## src/rtl/deadlock_pkg.sv

```systemverilog
// Shared definitions for the per-process deadlock detector and the report unit.
package deadlock_pkg;

    // Widest process vector the helper functions handle; callers cast their
    // PROC_NUM-wide vectors into this width and slice the result back out.
    localparam int DL_VEC_W = 64;

    typedef enum logic [1:0] {
        ST_IDLE     = 2'd0,
        ST_DETECTED = 2'd1,
        ST_ARMED    = 2'd2
    } dl_state_e;

    // Isolate the lowest set bit; all-zero input gives all-zero output.
    function automatic logic [DL_VEC_W-1:0] lowest_onehot(input logic [DL_VEC_W-1:0] vec);
        return vec & (-vec);
    endfunction

    // All ones except the bit belonging to process id.
    function automatic logic [DL_VEC_W-1:0] proc_mask(input int id);
        return ~(DL_VEC_W'(1) << id);
    endfunction

endpackage

```

## src/rtl/dl_block_timer.sv

```systemverilog
// Saturating count of consecutive blocked cycles; hit flags the cycle that
// completes the threshold run.
module dl_block_timer #(
    parameter int THRESHOLD = 16,
    parameter int CNT_W     = $clog2(THRESHOLD + 1)
) (
    input  logic             clock,
    input  logic             reset,
    input  logic             enable,
    input  logic             blocked,
    output logic [CNT_W-1:0] count,
    output logic             hit
);

    localparam logic [CNT_W-1:0] CNT_SAT  = CNT_W'(THRESHOLD);
    localparam logic [CNT_W-1:0] CNT_LAST = CNT_W'(THRESHOLD - 1);

    // Count only while enabled and blocked; any gap restarts the run.
    always_ff @(posedge clock or posedge reset) begin
        if (reset) begin
            count <= '0;
        end else if (!enable || !blocked) begin
            count <= '0;
        end else if (count != CNT_SAT) begin
            count <= count + CNT_W'(1);
        end
    end

    assign hit = enable && blocked && (count == CNT_LAST);

endmodule

```

## src/rtl/deadlock_detect_unit.sv

```systemverilog
// Per-process deadlock detector and token-ring node.
//
//   state       | meaning
//   ------------+-------------------------------------------------------------
//   ST_IDLE     | watching dep_vld, counting consecutive blocked cycles
//   ST_DETECTED | self-deadlock suspected, dl_detect_out held high
//   ST_ARMED    | global deadlock confirmed, dep_reg frozen, forwarding tokens
module deadlock_detect_unit
    import deadlock_pkg::*;
#(
    parameter int PROC_NUM        = 4,
    parameter int PROC_ID         = 0,
    parameter int BLOCK_THRESHOLD = 16,
    parameter int CNT_W           = $clog2(BLOCK_THRESHOLD + 1)
) (
    input  logic                clock,
    input  logic                reset,
    input  logic [PROC_NUM-1:0] dep_vld,
    input  logic [PROC_NUM-1:0] token_in_vec,
    input  logic                dl_detect_in,
    input  logic                origin,
    input  logic                token_clear,
    output logic                dl_detect_out,
    output logic [PROC_NUM-1:0] token_out_vec
);

    dl_state_e           state;
    logic [PROC_NUM-1:0] dep_reg;
    logic                origin_flag;

    logic [DL_VEC_W-1:0] mask_w;
    logic [DL_VEC_W-1:0] tgt_w;
    logic [PROC_NUM-1:0] own_mask;
    logic [PROC_NUM-1:0] dep_m;
    logic [PROC_NUM-1:0] tok_m;
    logic [PROC_NUM-1:0] tgt;
    logic                blocked;
    logic                tok_hit;
    logic [CNT_W-1:0]    cnt;
    logic                timer_hit;
    logic                unused_bits;

    // Own bit is never a valid dependence or token source.
    assign mask_w   = proc_mask(PROC_ID);
    assign own_mask = mask_w[PROC_NUM-1:0];
    assign dep_m    = dep_vld & own_mask;
    assign tok_m    = token_in_vec & own_mask;
    assign blocked  = |dep_m;
    assign tok_hit  = |tok_m;

    // Token always goes to the lowest recorded dependence.
    assign tgt_w = lowest_onehot(DL_VEC_W'(dep_reg));
    assign tgt   = tgt_w[PROC_NUM-1:0];

    assign unused_bits = ^{mask_w, tgt_w, cnt};

    dl_block_timer #(
        .THRESHOLD (BLOCK_THRESHOLD),
        .CNT_W     (CNT_W)
    ) u_timer (
        .clock   (clock),
        .reset   (reset),
        .enable  (state == ST_IDLE),
        .blocked (blocked),
        .count   (cnt),
        .hit     (timer_hit)
    );

    // Detection / token-forwarding FSM with registered outputs.
    always_ff @(posedge clock or posedge reset) begin
        if (reset) begin
            state         <= ST_IDLE;
            dep_reg       <= '0;
            origin_flag   <= 1'b0;
            dl_detect_out <= 1'b0;
            token_out_vec <= '0;
        end else begin
            token_out_vec <= '0;
            case (state)
                ST_IDLE: begin
                    dl_detect_out <= 1'b0;
                    if (dl_detect_in) begin
                        // Member of a cycle that never reached the threshold.
                        state   <= ST_ARMED;
                        dep_reg <= dep_m;
                    end else if (timer_hit) begin
                        state         <= ST_DETECTED;
                        dep_reg       <= dep_m;
                        dl_detect_out <= 1'b1;
                    end
                end
                ST_DETECTED: begin
                    if (dl_detect_in) begin
                        // Drop the level as the report unit starts its trace.
                        state         <= ST_ARMED;
                        dl_detect_out <= 1'b0;
                    end else if (!blocked) begin
                        state         <= ST_IDLE;
                        dep_reg       <= '0;
                        dl_detect_out <= 1'b0;
                    end else begin
                        dl_detect_out <= 1'b1;
                    end
                end
                ST_ARMED: begin
                    if (!dl_detect_in) begin
                        state         <= ST_IDLE;
                        dep_reg       <= '0;
                        origin_flag   <= 1'b0;
                        dl_detect_out <= 1'b0;
                    end else begin
                        dl_detect_out <= tok_hit;
                        if (token_clear) begin
                            // End of trace: a coincident origin is ignored.
                            origin_flag <= 1'b0;
                            if (tok_hit && !origin_flag) begin
                                token_out_vec <= tgt;
                            end
                        end else if (origin) begin
                            origin_flag   <= 1'b1;
                            token_out_vec <= tgt;
                        end else if (tok_hit && !origin_flag) begin
                            token_out_vec <= tgt;
                        end
                    end
                end
                default: begin
                    state         <= ST_IDLE;
                    dep_reg       <= '0;
                    origin_flag   <= 1'b0;
                    dl_detect_out <= 1'b0;
                end
            endcase
        end
    end

endmodule

```

## config.mk

```make
export PLATFORM = sky130hd
export DESIGN_NAME = deadlock_detect_unit
export DESIGN_NICKNAME = d
export VERILOG_FILES = /design/src/rtl/deadlock_pkg.sv /design/src/rtl/dl_block_timer.sv /design/src/rtl/deadlock_detect_unit.sv
export SDC_FILE = /design/constraint.sdc
export NUM_CORES = 1
export LEC_CHECK = 0
export ABC_CLOCK_PERIOD_IN_PS = 1800
export CAP_MARGIN = 20
export CORE_MARGIN = 2
export CORE_UTILIZATION = 45
export CTS_CLUSTER_DIAMETER = 200
export DETAILED_ROUTE_END_ITERATION = 8
export PLACE_DENSITY = 0.78
export SYNTH_ARGS = -nofsm -noshare
export SYNTH_HDL_FRONTEND = slang
export SYNTH_SLANG_ARGS = --single-unit
```

## constraint.sdc

```tcl
create_clock -name clock -period 1.8 [get_ports clock]
set_input_delay 0.36 -clock clock [delete_from_list [all_inputs] [get_ports clock]]
set_output_delay 0.36 -clock clock [all_outputs]
set_load 0.02 [all_outputs]
```

==> reports/qor.yml, run 1 <==
grt_pass1_wl_mm: 2.25
synthCells: 77
drc_errors: 0
grt_pass1_vias: 556
die_y_um: 46.4
fp.dieArea_mm2: 0.00215
n_antenna_cell: 0
rows: 15
final.fill_count: 152
crit_slowest_cell: "dfrtp_1"
path_max_fanout: 5
io_buffers: 14
numCtsBuffers: 3
via_count: 602
end_kind: "register"
rsz0062_at_grt: "false"
skew_ns: 0.00413
dieWidth_um: 46.4
critical_path_class: "register to register"
syn2layout_area_growth_pct: 22.3
busiest_layer: "met2"
htree_levels: 1
crit_arrival_ns: 1.82
combPwrFrac_pct: 16.2
critPathMaxStageDelay_ns: 0.42
p_seq_share_pct: 55.6
yosys_warnings: 0
antenna_found_initial: 0
worstPathCellList: "ha_1 > and3_1 > ha_1 > o21a_1 > o221ai_1 > o21ai_1"
grt_usage_pct: 15.5
intPower_mw: 0.491
initial_core_util_pct: 47.3
synth_sequential_area_ratio_pct: 46.5
max_freq_mhz: 604
drv_cap: 0
gp_congestion: 0.791
first_iter_violations: 4
crit_family: "adder cells"
synth_ff_type: "dfrtp_1"
cts_resized: 0
antenna_left: 0
largest_reg_flops: 5
wirelength_mm: 1.43
rr_startpoint: "u_timer.count[0]"
post-route-min-period_ns: 1.65
insertion_delay_ns: 0.28
place_hpwl_mm: 1.11
p_leak_nw: 0.413
post_cts.repair.setup_buffers: 0
drt_pass1_iterations: 4
grt_max_degree: 16
ys_ff_latch: 15
power_density_mw_per_mm2: 671
cp_common_cell: "ha_1"
avgSynthCellArea_um2: 10.5
cts_buffer_depth: 2
critPathLaunch: "u_timer.count[0]"
fin_nets: 110
synth_edf_count: 0
synth_nets: 93
grt_overflow: 0
ir_drop_mv: 0.425
root_buffer: "clkbuf_4"
drv_slew: 0
hold_viol_final: 0
cts_tree: "built"
syn_area_um2: 807
crit_required_ns: 1.97
power.share.clock_pct: 28.2
finalSetupViolations: 0
dp.cells: 114
avgRoutedWirePerCell_um: 12.1
fin_crit_sh_pct: 91.9
finalNonFillerCells: 118
vias_per_cell: 5.10
core_area_mm2: 0.00171
switching_share_pct: 25.8
synthArstFlopShare_pct: 100
crit_path_start_kind: "register"
ys_types: 32
clk_pin_slew_worst_paths_ns: 0.09
ctsHoldBuffers: 0
tightest_slew_ns: 0.553
use_met1_pct: 17.3
switchingPower_mw: 0.171
clock_sinks: 15
maxSlewHeadroom_pct: 63.1
fin_setup_tns_ns: 0
worst-path-buf-inv: 0
ios: 18
status: "finished, final reports clean"
grt_util_met2_pct: 26.7
grtUsageMet3_pct: 4.71
drive_gt1_share_pct: 14.0
hp-class: "primary input to asynchronous set/reset pin"
## power groups by stage
stage | registers, mW | logic [mW] | clock network, mW
after floorplan | 0.375 | 0.0640 | 0
after global placement | 0.374 | 0.104 | 0
after detailed placement | 0.375 | 0.108 | 0
after CTS | 0.368 | 0.109 | 0.198
after global routing | 0.370 | 0.118 | 0.215
final | 0.368 | 0.107 | 0.187
## cell families after synthesis
group | count (synthesis) | share of synthesized area (%)
buffers and inverters | 10 | 6.05
adders and majority gates | 3 | 4.65
other | 1 | 0.465
DFF | 15 | 46.5
and+or+nand+nor | 27 | 22.3
AOI/OAI and AO/OA | 20 | 18.9
xor gates and xnor gates | 1 | 1.09
## routing by layer
metal  routed length (µm)  share of wire, %  vias to the layer above
li1                     -                 -                      302
met1                  621                43                      289
met2                  764                54                       11
met3                   43               3.0                        0
met4                    0                 0                        0
met5                    0                 0                        -
## layout make-up
type	instances	area, µm²	share of cell area, %
multi-input cells	52	383	38.8
flip-flops and latches	15	375	38.0
repair buffers	14	140	14.2
well taps	25	31.3	3.17
inverters	8	30.0	3.04
clock buffers	3	22.5	2.28
clock inverters	1	5.00	0.507
## Yosys cell counts, types with 2 or more instances
master / instances / share of area (%)
dfrtp_1: 15 / 47
inv_1: 8 / 3.7
nor2_1: 7 / 3.3
a21oi_1: 4 / 2.5
o21a_1: 4 / 3.7
and2b_4: 3 / 3.7
ha_1: 3 / 4.7
nor3_1: 3 / 1.9
o21ai_1: 3 / 1.9
o221ai_1: 3 / 3.3
nand2_1: 2 / 0.93
nand2b_1: 2 / 1.6
## worst reg2reg max path, delay by kind of cell (launching register included)
kind                     cells  cell delay [ns]
AO/OA/AOI/OAI                3             0.47
adder cells (fa/ha/maj)      2             0.48
flip-flops                   1             0.42
AND/OR/NAND/NOR              1             0.18
## layout by cell type (no fill, tap or decap), drive strengths merged, types with 4 or more instances in the layout
cell type	instances
clkdlybuf4s50	14
nor3	4
inv	8
a21oi	4
nor2	7
o21a	5
dfrtp	15
## path summary, 6_finish.rpt
kind                                     to  slack, ns  cells past startpoint
hold / removal             u_timer.count[0]       0.42                      2
min in group clock         token_out_vec[2]       0.51                      1
hold reg to reg            token_out_vec[2]       0.51                      1
setup reg to reg                 dep_reg[2]       0.15                      6
setup / recovery                 dep_reg[2]       0.15                      6
max in group asynchronous  u_timer.count[4]       1.02                      2
## through the flow
step           util, %  setup slack, ns  instance area, µm²  power, mW  hold WS (ns)
2_1_floorplan        -            0.268                 807      0.439         0.261
3_3_place_gp      56.2           0.0991                 960      0.478         0.491
3_5_place_dp      56.2           0.0604                 960      0.483         0.494
4_1_cts           57.8            0.137                 987      0.674         0.433
5_1_grt           57.8           0.0108                 987      0.703         0.484
6_report          57.8            0.145                 987      0.662         0.417
(Power assumes the default switching activity.)
==> run 2: changes to the inputs <==
CTS_BUF_LIST = sky130_fd_sc_hd__clkbuf_4   (was not set)
TNS_END_PERCENT = 20   (was not set)
==> results of run 2 <==
Same layout as run 1: the final DEF is identical, and so are final timing and power.
